===== src/rtl/dsa_pkg.sv =====
// dsa_pkg: feeder register map and issuer state encoding shared by feeder and issuer
package dsa_pkg;
  localparam logic [31:0] DSA_OUT_OFS = 32'h0;
  localparam logic [31:0] DSA_IN1_OFS = 32'h4;
  localparam logic [31:0] DSA_IN2_OFS = 32'h8;
  localparam logic [31:0] DSA_IN3_OFS = 32'hC;
  typedef enum logic [2:0] {IDLE, WR_A, WR_B, WR_C, WAIT, RD_REQ, RD_CHK, RESP} dsa_state_t;
endpackage


===== src/rtl/dsa_issuer_if.sv =====
// dsa_issuer_if: single-cycle strobe bus between the issuer and the feeder device port
interface dsa_issuer_if #(parameter int XLEN = 32);
  logic            strobe;
  logic [XLEN-1:0] addr;
  logic            rw;
  logic [XLEN-1:0] wdata;
  logic            ready;
  logic [XLEN-1:0] rdata;
  modport master (output strobe, addr, rw, wdata, input ready, rdata);
  modport slave  (input strobe, addr, rw, wdata, output ready, rdata);
endinterface


===== src/rtl/dsa_issuer.sv =====
// dsa_issuer: writes a three-operand job to the feeder, polls the result, returns it or a timeout
module dsa_issuer
  import dsa_pkg::*;
#(
  parameter int              XLEN      = 32,
  parameter logic [XLEN-1:0] BASE_ADDR = 32'hC4000000,
  parameter int              SETTLE    = 4,
  parameter int              MAX_POLL  = 16
) (
  input  logic            clk_i,
  input  logic            rst_i,
  input  logic            cmd_valid_i,
  output logic            cmd_ready_o,
  input  logic [XLEN-1:0] cmd_a_i,
  input  logic [XLEN-1:0] cmd_b_i,
  input  logic [XLEN-1:0] cmd_c_i,
  dsa_issuer_if.master    M_DEVICE,
  output logic            rsp_valid_o,
  input  logic            rsp_ready_i,
  output logic [XLEN-1:0] rsp_data_o,
  output logic            rsp_err_o
);
  localparam int SW = SETTLE > 0 ? $clog2(SETTLE + 1) : 1;
  localparam int PW = $clog2(MAX_POLL + 1);
  dsa_state_t      state_q, state_d;
  logic [XLEN-1:0] a_q, a_d, b_q, b_d, c_q, c_d, res_q, res_d;
  logic [SW-1:0]   settle_q, settle_d;
  logic [PW-1:0]   poll_q, poll_d;
  logic            err_q, err_d;
  // state, operand latches, counters and result register
  always_ff @(posedge clk_i or posedge rst_i) begin
    if (rst_i) begin
      state_q  <= IDLE;
      a_q      <= '0;
      b_q      <= '0;
      c_q      <= '0;
      res_q    <= '0;
      settle_q <= '0;
      poll_q   <= '0;
      err_q    <= 1'b0;
    end else begin
      state_q  <= state_d;
      a_q      <= a_d;
      b_q      <= b_d;
      c_q      <= c_d;
      res_q    <= res_d;
      settle_q <= settle_d;
      poll_q   <= poll_d;
      err_q    <= err_d;
    end
  end
  // next-state: write A/B/C, settle, then alternate read strobe and ready check until done
  always_comb begin
    state_d  = state_q;
    a_d      = a_q;
    b_d      = b_q;
    c_d      = c_q;
    res_d    = res_q;
    settle_d = settle_q;
    poll_d   = poll_q;
    err_d    = err_q;
    case (state_q)
      IDLE: if (cmd_valid_i) begin
        a_d     = cmd_a_i;
        b_d     = cmd_b_i;
        c_d     = cmd_c_i;
        state_d = WR_A;
      end
      WR_A: state_d = WR_B;
      WR_B: state_d = WR_C;
      WR_C: begin
        settle_d = SW'(SETTLE - 1);
        state_d  = SETTLE == 0 ? RD_REQ : WAIT;
      end
      WAIT: begin
        settle_d = settle_q == '0 ? settle_q : settle_q - 1'b1;
        state_d  = settle_q == '0 ? RD_REQ : WAIT;
      end
      RD_REQ: state_d = RD_CHK;
      RD_CHK: if (M_DEVICE.ready) begin
        res_d   = M_DEVICE.rdata;
        err_d   = 1'b0;
        state_d = RESP;
      end else begin
        poll_d  = poll_q + 1'b1;
        res_d   = '0;
        err_d   = poll_d == PW'(MAX_POLL);
        state_d = poll_d == PW'(MAX_POLL) ? RESP : RD_REQ;
      end
      RESP: if (rsp_ready_i) begin
        poll_d  = '0;
        state_d = IDLE;
      end
      default: state_d = IDLE;
    endcase
  end
  // Moore outputs decoded from state and latched operands only
  always_comb begin
    cmd_ready_o     = state_q == IDLE;
    M_DEVICE.strobe = state_q inside {WR_A, WR_B, WR_C, RD_REQ};
    M_DEVICE.rw     = state_q inside {WR_A, WR_B, WR_C};
    M_DEVICE.addr   = state_q == WR_A   ? BASE_ADDR + XLEN'(DSA_IN1_OFS) :
                      state_q == WR_B   ? BASE_ADDR + XLEN'(DSA_IN2_OFS) :
                      state_q == WR_C   ? BASE_ADDR + XLEN'(DSA_IN3_OFS) :
                      state_q == RD_REQ ? BASE_ADDR + XLEN'(DSA_OUT_OFS) : '0;
    M_DEVICE.wdata  = state_q == WR_A ? a_q : state_q == WR_B ? b_q : state_q == WR_C ? c_q : '0;
    rsp_valid_o     = state_q == RESP;
    rsp_data_o      = state_q == RESP ? res_q : '0;
    rsp_err_o       = state_q == RESP && err_q;
  end
endmodule

===== src/flat_wrapper.sv =====
// flat-port wrapper written by rule: the top's interface ports become plain ports
module dsa_issuer_flat import dsa_pkg::*;
#(
  parameter int              XLEN      = 32,
  parameter logic [XLEN-1:0] BASE_ADDR = 32'hC4000000,
  parameter int              SETTLE    = 4,
  parameter int              MAX_POLL  = 16
)
  (clk_i, rst_i, cmd_valid_i, cmd_ready_o, cmd_a_i, cmd_b_i, cmd_c_i, rsp_valid_o, rsp_ready_i, rsp_data_o, rsp_err_o, M_DEVICE_strobe, M_DEVICE_addr, M_DEVICE_rw, M_DEVICE_wdata, M_DEVICE_ready, M_DEVICE_rdata);
  dsa_issuer_if #(.XLEN(XLEN)) M_DEVICE_i ();
  input  logic clk_i;
  input  logic rst_i;
  input  logic cmd_valid_i;
  output logic cmd_ready_o;
  input  logic [XLEN-1:0] cmd_a_i;
  input  logic [XLEN-1:0] cmd_b_i;
  input  logic [XLEN-1:0] cmd_c_i;
  output logic rsp_valid_o;
  input  logic rsp_ready_i;
  output logic [XLEN-1:0] rsp_data_o;
  output logic rsp_err_o;
  output wire logic [$bits(M_DEVICE_i.strobe)-1:0] M_DEVICE_strobe;
  output wire logic [$bits(M_DEVICE_i.addr)-1:0] M_DEVICE_addr;
  output wire logic [$bits(M_DEVICE_i.rw)-1:0] M_DEVICE_rw;
  output wire logic [$bits(M_DEVICE_i.wdata)-1:0] M_DEVICE_wdata;
  input wire logic [$bits(M_DEVICE_i.ready)-1:0] M_DEVICE_ready;
  input wire logic [$bits(M_DEVICE_i.rdata)-1:0] M_DEVICE_rdata;
  assign M_DEVICE_strobe = M_DEVICE_i.strobe;
  assign M_DEVICE_addr = M_DEVICE_i.addr;
  assign M_DEVICE_rw = M_DEVICE_i.rw;
  assign M_DEVICE_wdata = M_DEVICE_i.wdata;
  assign M_DEVICE_i.ready = M_DEVICE_ready;
  assign M_DEVICE_i.rdata = M_DEVICE_rdata;
  dsa_issuer #(.XLEN(XLEN), .BASE_ADDR(BASE_ADDR), .SETTLE(SETTLE), .MAX_POLL(MAX_POLL)) u_core (.clk_i(clk_i), .rst_i(rst_i), .cmd_valid_i(cmd_valid_i), .cmd_ready_o(cmd_ready_o), .cmd_a_i(cmd_a_i), .cmd_b_i(cmd_b_i), .cmd_c_i(cmd_c_i), .M_DEVICE(M_DEVICE_i), .rsp_valid_o(rsp_valid_o), .rsp_ready_i(rsp_ready_i), .rsp_data_o(rsp_data_o), .rsp_err_o(rsp_err_o));
endmodule

===== config.mk =====
export PLATFORM = sky130hd
export DESIGN_NAME = dsa_issuer_flat
export DESIGN_NICKNAME = d
export VERILOG_FILES = /design/src/rtl/dsa_pkg.sv /design/src/rtl/dsa_issuer_if.sv /design/src/rtl/dsa_issuer.sv /design/src/flat_wrapper.sv
export SDC_FILE = /design/constraint.sdc
export NUM_CORES = 1
export LEC_CHECK = 0
export ABC_AREA = 1
export CORE_MARGIN = 2
export CORE_UTILIZATION = 46
export CTS_CLUSTER_SIZE = 10
export DETAILED_ROUTE_END_ITERATION = 7
export PLACE_DENSITY = 0.8
export SYNTH_ARGS = -nofsm -noshare
export SYNTH_HDL_FRONTEND = slang
export SYNTH_SLANG_ARGS = --single-unit

===== constraint.sdc =====
create_clock -name clk_i -period 6.7 [get_ports clk_i]
set_input_delay 1.34 -clock clk_i [delete_from_list [all_inputs] [get_ports clk_i]]
set_output_delay 1.34 -clock clk_i [all_outputs]
set_load 0.005 [all_outputs]

==> results of run 1 <==
[placed cells by master (no fill, tap or decap), drive strengths merged]
cell,instances
clkdlybuf4s50,206
dfrtp,140
inv,97
nor2,92
nand3,57
a21oi,53
nand2,52
mux2,49
o21ai,35
conb,27
clkbuf,26
o221ai,16
o211ai,15
buf,4
o22ai,3
ha,3
clkinv,3
nand4,2
a31oi,2
bufinv,2
or2,1
o2111ai,1
o31ai,1
clkinvlp,1
[layout make-up]
| class | instances | area [sq um] | area share, % |
|---|---|---|---|
| Tap cell | 184 | 230.2 | 2.476 |
| Timing Repair Buffer | 210 | 2092 | 22.50 |
| Sequential cell | 140 | 3503 | 37.68 |
| Multi-Input combinational cell | 409 | 2511 | 27.01 |
| Clock buffer | 26 | 509.2 | 5.477 |
| Inverter | 97 | 369.1 | 3.970 |
| Clock inverter | 6 | 82.58 | 0.8882 |
[metal layers]
metal | routed length [um] | up-vias | GRT usage [%] | part of all wire (%)
met2 | 7540 | 204 | 33.57 | 46
met4 | 460 | 0 | 8.693 | 2.8
met5 | 0 | - | 0 | 0
li1 | - | 2569 | - | -
met1 | 7089 | 2530 | 27.47 | 43
met3 | 1248 | 37 | 7.018 | 7.6
[flip-flops by register name (all words and copies together) (netlist names)]
signal	flops
u_core.a_q	32
u_core.poll_q	5
u_core.err_q	1
u_core.c_q	32
u_core.b_q	32
u_core.state_q	3
u_core.res_q	32
u_core.settle_q	3
[logic make-up (layout without fill, tap and decap cells)]
family,count (synthesis),count (layout),synth area share (%)
AOI/OAI and AO/OA,126,126,10.94
adders and majority gates,3,3,0.5543
buffers and inverters,167,339,12.77
DFF,140,140,51.73
muxes,49,49,10.75
other,1,27,0.05537
and+or+nand+nor,204,204,13.21
[stage by stage]
step	std cells	total power [W]	instance area, sq um	utilization, %	hold slack (ns)
2_1_floorplan	716	0.002436	6870	-	0.4491
3_5_place_dp	1040	0.003048	8706	60.13	0.4970
5_1_grt	1072	0.004237	9298	64.22	0.5224
3_3_place_gp	1040	0.002995	8706	60.13	0.4684
4_1_cts	1072	0.004006	9298	64.22	0.5096
6_report	1072	0.003970	9298	64.22	0.5001
[Yosys cell counts (all sizes together)]
master,instances
dfrtp,140
inv,97
nor2,92
buf,58
nand3,57
a21oi,53
nand2,52
mux2,49
o21ai,35
o221ai,16
o211ai,15
clkbuf,12
ha,3
o22ai,3
a31oi,2
nand4,2
conb,1
o2111ai,1
o31ai,1
or2,1
[power breakdown]
part           leakage [nW]  total [W]  switching, W  internal, W
registers              1.65    0.00143      0.000209      0.00122
logic                  2.37    0.00161      0.000741     0.000868
clock network         0.290   0.000929      0.000333     0.000596
total                  4.31    0.00397       0.00128      0.00269
[final timing paths]
path,from,endpoint,cells after the start
min reg2reg,u_core.settle_q[0]$_DFFE_PP0P_,u_core.settle_q[0]$_DFFE_PP0P_,1
min in group asynchronous,rst_i,u_core.res_q[19]$_DFFE_PP0P_,2
max reg2reg,u_core.state_q[0]$_DFFE_PP0P_,u_core.state_q[1]$_DFFE_PP0P_,5
min,u_core.settle_q[0]$_DFFE_PP0P_,u_core.settle_q[0]$_DFFE_PP0P_,1
max,u_core.state_q[0]$_DFFE_PP0P_,M_DEVICE_wdata[16],7
max in group asynchronous,rst_i,u_core.c_q[29]$_DFFE_PP0P_,3
==> impl_metrics.csv, run 1 <==
group,metric,value,unit
outcome,status,"complete, no violations",
synth,avgSynthCellArea,9.816,sq um
flow_run,cap_violations,0,
layout,area_delta_synth_final,37.28,%
global_route,grt_max_degree,144,
timing,fin_tns_setup,0,ns
routing,postRouteAntennaNets,0,
die,die_h,125.3,um
synth,yosysWarnings,0,
placed_design,globalplace.congestion,0.8081,
layout,nNetsFinal,1011,
die,coreArea,14480,sq um
worst_setup_path,cpPeakStageDelay,0.89,ns
worst_setup_path,crit_arrival,3.19,ns
synth,synth.top_cell.area_share,51.73,%
die,initial_core_util,46.78,%
die,die_w,125.3,um
global_route,grt_pass1_vias,5367,
worst_setup_path,critPathMaxFanout,32,
global_route,grt_pass1_wl,26830,um
layout,drive_gt1_share,10.36,%
routing,vias_per_cell,4.981,
timing,fin_crit_sh,67.67,%
clocking,cts_root_buffer,"clkbuf_16",
placed_design,dp_worst_setup_slack,2.627,ns
worst_hold_path,hold_class,"flop to flop",
power,p_leak,4.310,nW
clocking,numClockSinks,140,
timing,tightest_slew,1.061,ns
worst_setup_path,slowest_stage,"dfrtp_1",
clocking,post_cts_resized,0,
synth,yosys-top-cells-area,"dfrtp_1 52%, mux2_4 10%, inv_1 5.2%",
clocking,htreeDepth,4,
clocking,post_cts_buffers,0,
worst_setup_path,worst_setup_path_end_kind,"output pin",
clocking,cts-buffers-inserted,17,
worst_setup_path,timing.critical_path.buf_inv,3,
timing,finalClockSkew,0.005044,ns
worst_setup_path,critPathLaunchType,"flop",
timing,finalCriticalPeriod,4.534,ns
clocking,cts_tree,"done",
timing,fmax,220.6,MHz
worst_setup_path,cp_top_family,"simple AND/OR/NAND/NOR gates",
routing,post_drt_wl_per_cell,15.24,um
global_route,grt_overflow,0,
worst_setup_path,crit_chain,"inv_2, nor2_1, inv_1, nor2_4, nand2_1, o211ai_1, clkdlybuf4s50_1",
layout,diodes,0,
die,fp-row-count,44,
worst_setup_path,worstSetupPathType,"flop to output pin",
routing,wirelength,16340,um
routing,drc,0,
placed_design,io_buffers,206,
die,ios,234,
worst_setup_path,r2r_setup_slack,4.13,ns
placed_design,place_hpwl,11150,um
clocking,clk_pin_slew,0.05,ns
routing,drtIter0Drc,268,
synth,syn_area,6773,sq um
routing,via_count,5340,
routing,drtPass1Iterations,5,
synth,syn_inst,690,
die,die_area,15710,sq um
worst_setup_path,cp.required,5.36,ns
timing,setup_violations,0,
timing,finalWorstSetupSlack,2.166,ns
synth,seq_area_frac_synth,51.73,%
timing,rsz0062_at_grt,"false",
synth,synth_top_cell_by_area,"dfrtp_1",
power,powerDensity,427.0,nW/um^2
clocking,hold_buffers,0,
timing,maxSlewHeadroom,29.28,%
global_route,grt_usage,21.38,%
timing,drv_slew,0,
clocking,clock_latency,0.41,ns
power,peakVddDrop,0.2717,mV
timing,final-hold-violation-count,0,
clocking,clock_path_buffers,2,
layout,fill_cells,1211,
synth,ys_ff_latch,140,
global_route,antenna_found_initial,0,
synth,yosysUniqueCellTypes,32,
No activity file was read; power rests on OpenSTA's default activity.
==> inputs of run 2 (changes only) <==
--- a/config.mk
+++ b/config.mk
@@ -7,10 +7,10 @@
 export LEC_CHECK = 0
 export ABC_AREA = 1
 export CORE_MARGIN = 2
-export CORE_UTILIZATION = 46
+export CORE_UTILIZATION = 41
 export CTS_CLUSTER_SIZE = 10
 export DETAILED_ROUTE_END_ITERATION = 7
-export PLACE_DENSITY = 0.8
+export PLACE_DENSITY = 0.75
 export SYNTH_ARGS = -nofsm -noshare
 export SYNTH_HDL_FRONTEND = slang
 export SYNTH_SLANG_ARGS = --single-unit
==> constraint.sdc (replaced) <==
create_clock -name clk_i -period 3.7 [get_ports clk_i]
set_input_delay 0.74 -clock clk_i [delete_from_list [all_inputs] [get_ports clk_i]]
set_output_delay 0.74 -clock clk_i [all_outputs]
set_load 0.005 [all_outputs]
==> impl_metrics.csv, run 2 (synthesized netlist as in run 1, its figures left out) <==
group,metric,value,unit
timing,setup_violations,0,
routing,post_drt_wl_per_cell,14.93,um
die,die_area,17560,sq um
layout,stdcell_area,9468,sq um
worst_setup_path,crit_arrival,2.63,ns
placed_design,place_area,8840,sq um
placed_design,place_hpwl,11700,um
routing,drtPass1Iterations,6,
clocking,cts_root_buffer,"clkbuf_16",
routing,postRouteAntennaNets,0,
timing,maxSlewHeadroom,50.26,%
power,peakVddDrop,0.3929,mV
clocking,hold_buffers,0,
timing,drv_slew,0,
worst_setup_path,critPathLaunchType,"flop",
routing,wirelength,16560,um
timing,final-hold-violation-count,0,
layout,layout_commonest_cell,"clkdlybuf4s50_1",
routing,vias_per_cell,4.763,
routing,drc,0,
clocking,clock_path_buffers,2,
timing,finalCriticalPeriod,3.368,ns
layout,area_delta_synth_final,39.79,%
layout,layout_common_cells,"206 x clkdlybuf4s50_1, 140 x dfrtp_1, 93 x inv_1",
global_route,antenna_found_initial,0,
routing,via_count,5282,
timing,fin_crit_sh,91.02,%
layout,nNetsFinal,1017,
clocking,cts-buffers-inserted,17,
clocking,clk_pin_slew,0.06,ns
layout,diodes,0,
worst_hold_path,hold_class,"flop to flop",
die,ios,234,
global_route,grt_usage,19.17,%
clocking,cts_tree,"done",
clocking,htreeDepth,4,
die,fp-row-count,46,
worst_setup_path,worst_setup_path_end_kind,"output pin",
die,initial_core_util,42.33,%
global_route,grt_pass1_wl,26680,um
placed_design,globalplace.congestion,0.8040,
layout,drive_gt1_share,11.31,%
clocking,clock_latency,0.42,ns
die,die_w,132.5,um
power,powerDensity,774.8,nW/um^2
flow_run,cap_violations,0,
worst_setup_path,worstSetupPathType,"flop to output pin",
die,die_h,132.5,um
global_route,grt_overflow,0,
timing,tightest_slew,0.7452,ns
worst_setup_path,critPathMaxFanout,19,
routing,drtIter0Drc,286,
global_route,grt_max_degree,80,
timing,rsz0062_at_grt,"false",
die,coreArea,16000,sq um
clocking,numClockSinks,140,
timing,finalClockSkew,0.005045,ns
global_route,grt_pass1_vias,5150,
placed_design,io_buffers,206,
timing,fin_tns_setup,0,ns
clocking,post_cts_resized,0,
worst_setup_path,cp.required,2.96,ns
clocking,post_cts_buffers,0,
outcome,status,"complete, no violations",
timing,fmax,296.9,MHz
power,p_leak,4.368,nW
## run 2: metrics by stage
| step | std cells | power (W) | utilization (%) | setup WS [ns] | hold WS [ns] |
|---|---|---|---|---|---|
| floorplan | 716 | 0.004412 | - | 1.211 | 0.4491 |
| global placement | 1078 | 0.005468 | 55.25 | 0.8291 | 0.4665 |
| detailed placement | 1078 | 0.005554 | 55.25 | 0.7606 | 0.4813 |
| CTS | 1109 | 0.007405 | 59.17 | 0.2883 | 0.4946 |
| global route | 1109 | 0.007824 | 59.17 | 0.1603 | 0.5279 |
| finish | 1109 | 0.007336 | 59.17 | 0.3321 | 0.4997 |
## run 2: area by class of cell
cell class / count / area, sq um
clock inverters: 13 / 188.9
fillers: 1356 / 6533
well taps: 216 / 270.3
multi-input cells: 409 / 2511
inverters: 97 / 367.9
repair buffers: 216 / 2187
clock buffers: 18 / 439.2
flip-flops and latches: 140 / 3503
## run 2: critical path, cell delays in order (launching register included)
cell	delay [ns]
dfrtp_1	0.53
nor2_4	0.44
nand2_2	0.38
o221ai_1	0.31
clkdlybuf4s50_1	0.55
## run 2: metal layers
layer  track usage [%]  vias up  part of all wire (%)
li1                  -     2581                     -
met1             25.53     2481                    44
met2             29.16      197                    46
met3             6.398       23                   8.0
met4             7.109        0                   1.9
met5                 0        -                     0
## run 2: path summary, 6_finish.rpt
kind	from	end	slack, ns	cells past startpoint
worst max-delay path	u_core.state_q[2]$_DFFE_PP0P_	M_DEVICE_wdata[15]	0.33	4
max in group asynchronous	rst_i	u_core.b_q[11]$_DFFE_PP0P_	2.45	3
worst min register to register	u_core.a_q[7]$_DFFE_PP0P_	u_core.a_q[7]$_DFFE_PP0P_	0.50	1
worst min-delay path	u_core.a_q[7]$_DFFE_PP0P_	u_core.a_q[7]$_DFFE_PP0P_	0.50	1
min in group asynchronous	rst_i	u_core.res_q[2]$_DFFE_PP0P_	0.60	2
worst max register to register	u_core.state_q[2]$_DFFE_PP0P_	u_core.state_q[1]$_DFFE_PP0P_	1.57	5
## run 2: power by group
group / total (W) / internal, W / switching, W
sequential: 0.00256 / 0.00221 / 0.000344
combinational: 0.00297 / 0.00160 / 0.00137
clock: 0.00181 / 0.00115 / 0.000660
total: 0.00734 / 0.00496 / 0.00238
==> edit 1 (config.mk and constraints of run 2) <==
`SETTLE` is set to 4 in 2 places; all go to 8.
--- a/src/rtl/dsa_issuer.sv
+++ b/src/rtl/dsa_issuer.sv
@@ -6,3 +6,3 @@
   parameter logic [XLEN-1:0] BASE_ADDR = 32'hC4000000,
-  parameter int              SETTLE    = 4,
+  parameter int              SETTLE    = 8,
   parameter int              MAX_POLL  = 16
--- a/src/flat_wrapper.sv
+++ b/src/flat_wrapper.sv
@@ -5,3 +5,3 @@
   parameter logic [XLEN-1:0] BASE_ADDR = 32'hC4000000,
-  parameter int              SETTLE    = 4,
+  parameter int              SETTLE    = 8,
   parameter int              MAX_POLL  = 16
Function: changed (Yosys sat finds a counterexample within 10 cycles, from zero or initial values and one cycle with rst_i high).
==> edit 1 against run 2 <==
  * Area after synthesis increased by 0.48%
  * Critical endpoint is now M_DEVICE_wdata[27]
  * Cell area about the same
  * Final cell count increased by 1.4%
  * Count of clock-buffer cells in the layout increased by 4
  * Total power increased by 0.30%
  * Routed wire length increased by 0.23%
  * Worst setup slack got worse by 0.11 ns
  * Sequential cell count increased by 1
  * Combinational power increased by 2%
==> edit 1: results (changes against run 2) <==
[status]
status = finished, final reports clean

[detailed_routing]
dr.first_iter.drc_count = 268  ; -6.3%
topRoutingLayerUsed = met4
wl_met2_mm = 7.47  ; -1.2%
wl_met1_mm = 7.32  ; -0.67%
routedWlPerCell_um = 14.8  ; -1.1%
vias = 5355  ; +1.4%
met3_length_mm = 1.40  ; +5.0%
wirelength_mm = 16.6  ; +0.23%
first_pass_iters = 4  ; -2

[critical_path]
slowest_stage = clkdlybuf4s50_1
endpoint = M_DEVICE_wdata[27]
worstSetupStartpoint = u_core.state_q[1]$_DFFE_PP0P_
r2r_cells = 7  ; +2
r2r-start = u_core.state_q[2]$_DFFE_PP0P_
rrSetupSlack_ns = 1.60  ; +0.03 ns
arrival_ns = 2.74  ; +0.11 ns
cp_max_fo = 17  ; -2
crit_family = buffers and inverters
r2r-end = u_core.b_q[16]$_DFFE_PP0P_

[placed_design]
dp_hpwl_mm = 11.6  ; -0.50%
pre_cts_ws_ns = 0.677  ; -0.0835 ns
gp_congestion = 0.809  ; +0.66%
place_inst = 1092  ; +1.3%
placed_area_um2 = 8860  ; +0.24%

[power_and_ir_drop]
internal-power_mw = 4.98  ; +0.37%
comb_cell_power_mw = 3.04  ; +2%
ir_drop_mv = 0.412  ; +4.7%
leakage_nw = 4.39  ; +0.54%
p_per_area_nw_per_um2 = 778  ; +0.35%

[global_route]
grt_pass1_vias = 5295  ; +2.8%
grt_max_degree = 126  ; +57%
grt_use_met3_pct = 6.32  ; -0.077 points
grt_use_met1_pct = 25.3  ; -0.19 points
antenna_found_initial = 0  ; unchanged
grt_use_met2_pct = 29.7  ; +0.58 points
track_usage_pct = 19.4  ; +0.20 points
grt_pass1_wl_mm = 27.2  ; +1.8%

[min_path]
holdPathStages = 2  ; +1
holdPathEnd = u_core.settle_q[2]$_DFFE_PP0P_
hp-class = flip-flop to flip-flop
hold_start = u_core.settle_q[2]$_DFFE_PP0P_

[finish]
final_layout_size_suffix_gt1_share_pct = 11.3  ; -0.027 points
fin_nets = 1027  ; +0.98%

[sta]
worstMarginPinSlew_ns = 0.956  ; +0.211 ns
post-route-period-util_pct = 94.0  ; +3.0 points
skew_ns = 0.00694  ; +0.00190 ns
holdWs_ns = 0.491  ; -0.00852 ns

[yosys]
avgSynthCellArea_um2 = 9.74  ; -0.81%
yosysSeqAreaShare_pct = 51.8  ; +0.12 points
synthTopCellsByArea = dfrtp_1, mux2_4, inv_1, nor2_1, a21oi_1
async_flop_share_pct = 100  ; unchanged
yosys.area_share.adder_pct = 0.552  ; -0.0026 points
synth_compound_area_share_pct = 11.0  ; +0.076 points
synthMuxAreaShare_pct = 10.6  ; -0.16 points
synthTopCellsByCount = dfrtp_1, inv_1, nor2_1
ys.flop_type = dfrtp_1

[cts]
clockRootBuffer = clkbuf_16

edit 1: cell types whose count changed in the layout (fill, tap and decap cells not counted), moves of 2 or more:
cell / run 2 / this run
nand2_1: 49 / 69
nand3_1: 56 / 41
o21ai_1: 2 / 10
o21ai_0: 33 / 28
clkbuf_1: 0 / 3
a21oi_1: 53 / 55
a31oi_1: 2 / 0
buf_12: 4 / 2
buf_4: 6 / 8
inv_6: 3 / 1
mux2_1: 2 / 0
nor3_1: 0 / 2
edit 1: cell type report:
type / count / area [um2]
clock inverters: 10 / 138
fillers: 1396 / 6940
well taps: 220 / 275
inverters: 98 / 374
multi-input cells: 417 / 2520
clock buffers: 22 / 464
flip-flops and latches: 141 / 3530
repair buffers: 216 / 2160
edit 1: kinds of logic after synthesis:
kind of cell | Yosys count
AO/OA/AOI/OAI | 128
adder cells (fa/ha/maj) | 3
other | 1
flip-flops | 141
AND/OR/NAND/NOR | 211
buffers and inverters | 167
multiplexers | 48
==> edit 2 (settings of run 2) <==
Made on the original files. Make the reset (`rst_i`) synchronous in one clocked block.
--- a/src/rtl/dsa_issuer.sv
+++ b/src/rtl/dsa_issuer.sv
@@ -30,3 +30,3 @@
   // state, operand latches, counters and result register
-  always_ff @(posedge clk_i or posedge rst_i) begin
+  always_ff @(posedge clk_i) begin
     if (rst_i) begin
Behaviour: differs if rst_i is asserted again (counterexample within 4 cycles, from zero or initial values and one cycle with rst_i high); with rst_i held inactive, the same outputs for 10 cycles.
==> edit 2 against run 2 <==
  * Routed wire length is 1.4% higher
  * Area after synthesis shrank 8.5%
  * Worst hold slack lost 0.046 ns
  * Critical path depth grew 1
  * Sequential share of layout area down 5.0 points
  * Worst setup slack better by 0.13 ns
  * Synthesized cell count increased by 17%
  * Cell area down 7.5%
  * Non-clock buffer count did not move
  * Global-route usage grew 1.6 points
  * Sequential cell count unchanged
  * Via count is 10% higher
Power is not compared: it rests on default switching activity, and its combinational part moved more than twofold at a synthesized area within 25%.
==> edit 2: results (changes against run 2) <==
[power_and_ir_drop]
leakage_nw = 3.20
ir_drop_mv = 0.315

[detailed_routing]
routedWlPerCell_um = 14.3  ; -4.2%
dr.first_iter.drc_count = 346  ; +21%
first_pass_iters = 4  ; -2
vias = 5823  ; +10%
wirelength_mm = 16.8  ; +1.4%

[critical_path]
arrival_ns = 2.49  ; -0.14 ns
cp_max_fo = 34  ; +15

[global_route]
track_usage_pct = 20.8  ; +1.6 points
grt_pass1_vias = 5417  ; +5.2%
grt_pass1_wl_mm = 27.0  ; +1.3%
antenna_found_initial = 1  ; +1
grt_max_degree = 82  ; +2.5%

[finish]
final_layout_size_suffix_gt1_share_pct = 5.97  ; -5.3 points
n_fill_cell = 1326  ; -2.2%
fin_nets = 1112  ; +9.3%
antenna_cells = 0  ; unchanged

[placed_design]
port-buffer-count = 206  ; unchanged
pre_cts_ws_ns = 0.907  ; +0.146 ns
gp_congestion = 0.850  ; +5.7%
dp_hpwl_mm = 11.0  ; -6.2%
placed_area_um2 = 8130  ; -8.0%

[yosys]
ys_warn_count = 0  ; unchanged
synth_compound_area_share_pct = 25.6  ; +15 points
async_flop_share_pct = 0  ; -100 points
yosys.cell_types.count = 31  ; -3.1%
ys.flop_type = dfxtp_1
syn_inst = 808  ; +17%
yosys.area_share.adder_pct = 0.606  ; +0.051 points
synthTopCellsByArea = dfxtp_1, a21oi_1, inv_1, o21ai_0, nand2_1
yosysSeqAreaShare_pct = 45.2  ; -6.5 points
synth_xor_area_share_pct = 0  ; unchanged
synthMuxAreaShare_pct = 0  ; -11 points
synthTopCellsByCount = dfxtp_1, a21oi_1, inv_1

[min_path]
hp-class = flip-flop to flip-flop

[sta]
worstMarginPinSlew_ns = 0.986  ; +0.241 ns
skew_ns = 0.00791  ; +0.00286 ns
hold_viol = 0  ; unchanged

[cts]
clkTransAtPathRegs_ns = 0.06  ; about the same
cts.path.max_buffers = 2  ; unchanged
ctsResizeCount = 0  ; unchanged
insertion_delay_ns = 0.42  ; about the same
cts_setup_buffers = 0  ; unchanged
cts.htree.levels = 4  ; unchanged
cts_buffers = 17  ; unchanged
clockRootBuffer = clkbuf_16

[status]
status = finished, final reports clean

==> edit 2: cell types whose count changed after synthesis, moves of 31 or more <==
cell,run 2,this run
dfxtp_1,0,140
dfrtp_1,140,0
a21oi_1,53,135
o21ai_0,33,69
mux2_4,47,0
nand2_1,49,88
nor2_1,87,44
a211oi_1,0,31
==> edit 2: worst max-delay path: stages, from the launching register on <==
cell and delay [ns]:
dfxtp_1 0.72, nor2_1 0.13, nand2_1 0.09, buf_4 0.38, o221ai_1 0.25, clkdlybuf4s50_1 0.50
==> edit 2: layout make-up <==
cell class / instances / share of cell area, %
Clock buffer: 20 / 5.21
Timing Repair Buffer: 216 / 24.5
Clock inverter: 12 / 1.93
Tap cell: 184 / 2.63
Sequential cell: 140 / 32.0
Inverter: 115 / 4.96
Multi-Input combinational cell: 486 / 28.8
==> edit 2: layer usage <==
layer	part of all wire (%)	routed length [um]	vias up	track usage, %
met1	46	7740	2614	27.8
met5	0.077	13	-	0
met3	7.4	1240	25	5.95
li1	-	-	2977	-
met4	1.9	318	2	7.76
met2	45	7470	205	31.9
==> edit 2: logic make-up (layout without fill, tap and decap cells) <==
kind of cell	count (synthesis)	in the layout
AO/OA/AOI/OAI	275	275
buffers and inverters	208	363
AND/OR/NAND/NOR	181	181
flip-flops	140	140
adder cells (fa/ha/maj)	3	3
other	1	27
==> edit 2: per-stage QoR <==
step                      total power, mW  utilization [%]
after floorplan                      2.26                -
after global placement               2.59             55.5
after detailed placement             2.60             55.5
after CTS                            4.40             59.8
after global routing                 4.58             59.8
final                                4.37             59.8
==> edit 2: report_power, final <==
part           leakage, nW  switching [mW]  internal, mW
logic                 1.75           0.464         0.384
registers             1.15          0.0548          1.67
clock network        0.306           0.637          1.16
total                 3.20            1.16          3.21
==> edit 2: worst paths after layout <==
kind,start,to,slack (ns),cells after the start
setup reg to reg,u_core.state_q[2]$_SDFFE_PP0P_,u_core.b_q[30]$_SDFFE_PP0P_,1.37,6
hold reg to reg,u_core.c_q[3]$_SDFFE_PP0P_,u_core.c_q[3]$_SDFFE_PP0P_,0.45,2
setup / recovery,u_core.state_q[2]$_SDFFE_PP0P_,M_DEVICE_wdata[21],0.47,5
hold / removal,u_core.c_q[3]$_SDFFE_PP0P_,u_core.c_q[3]$_SDFFE_PP0P_,0.45,2
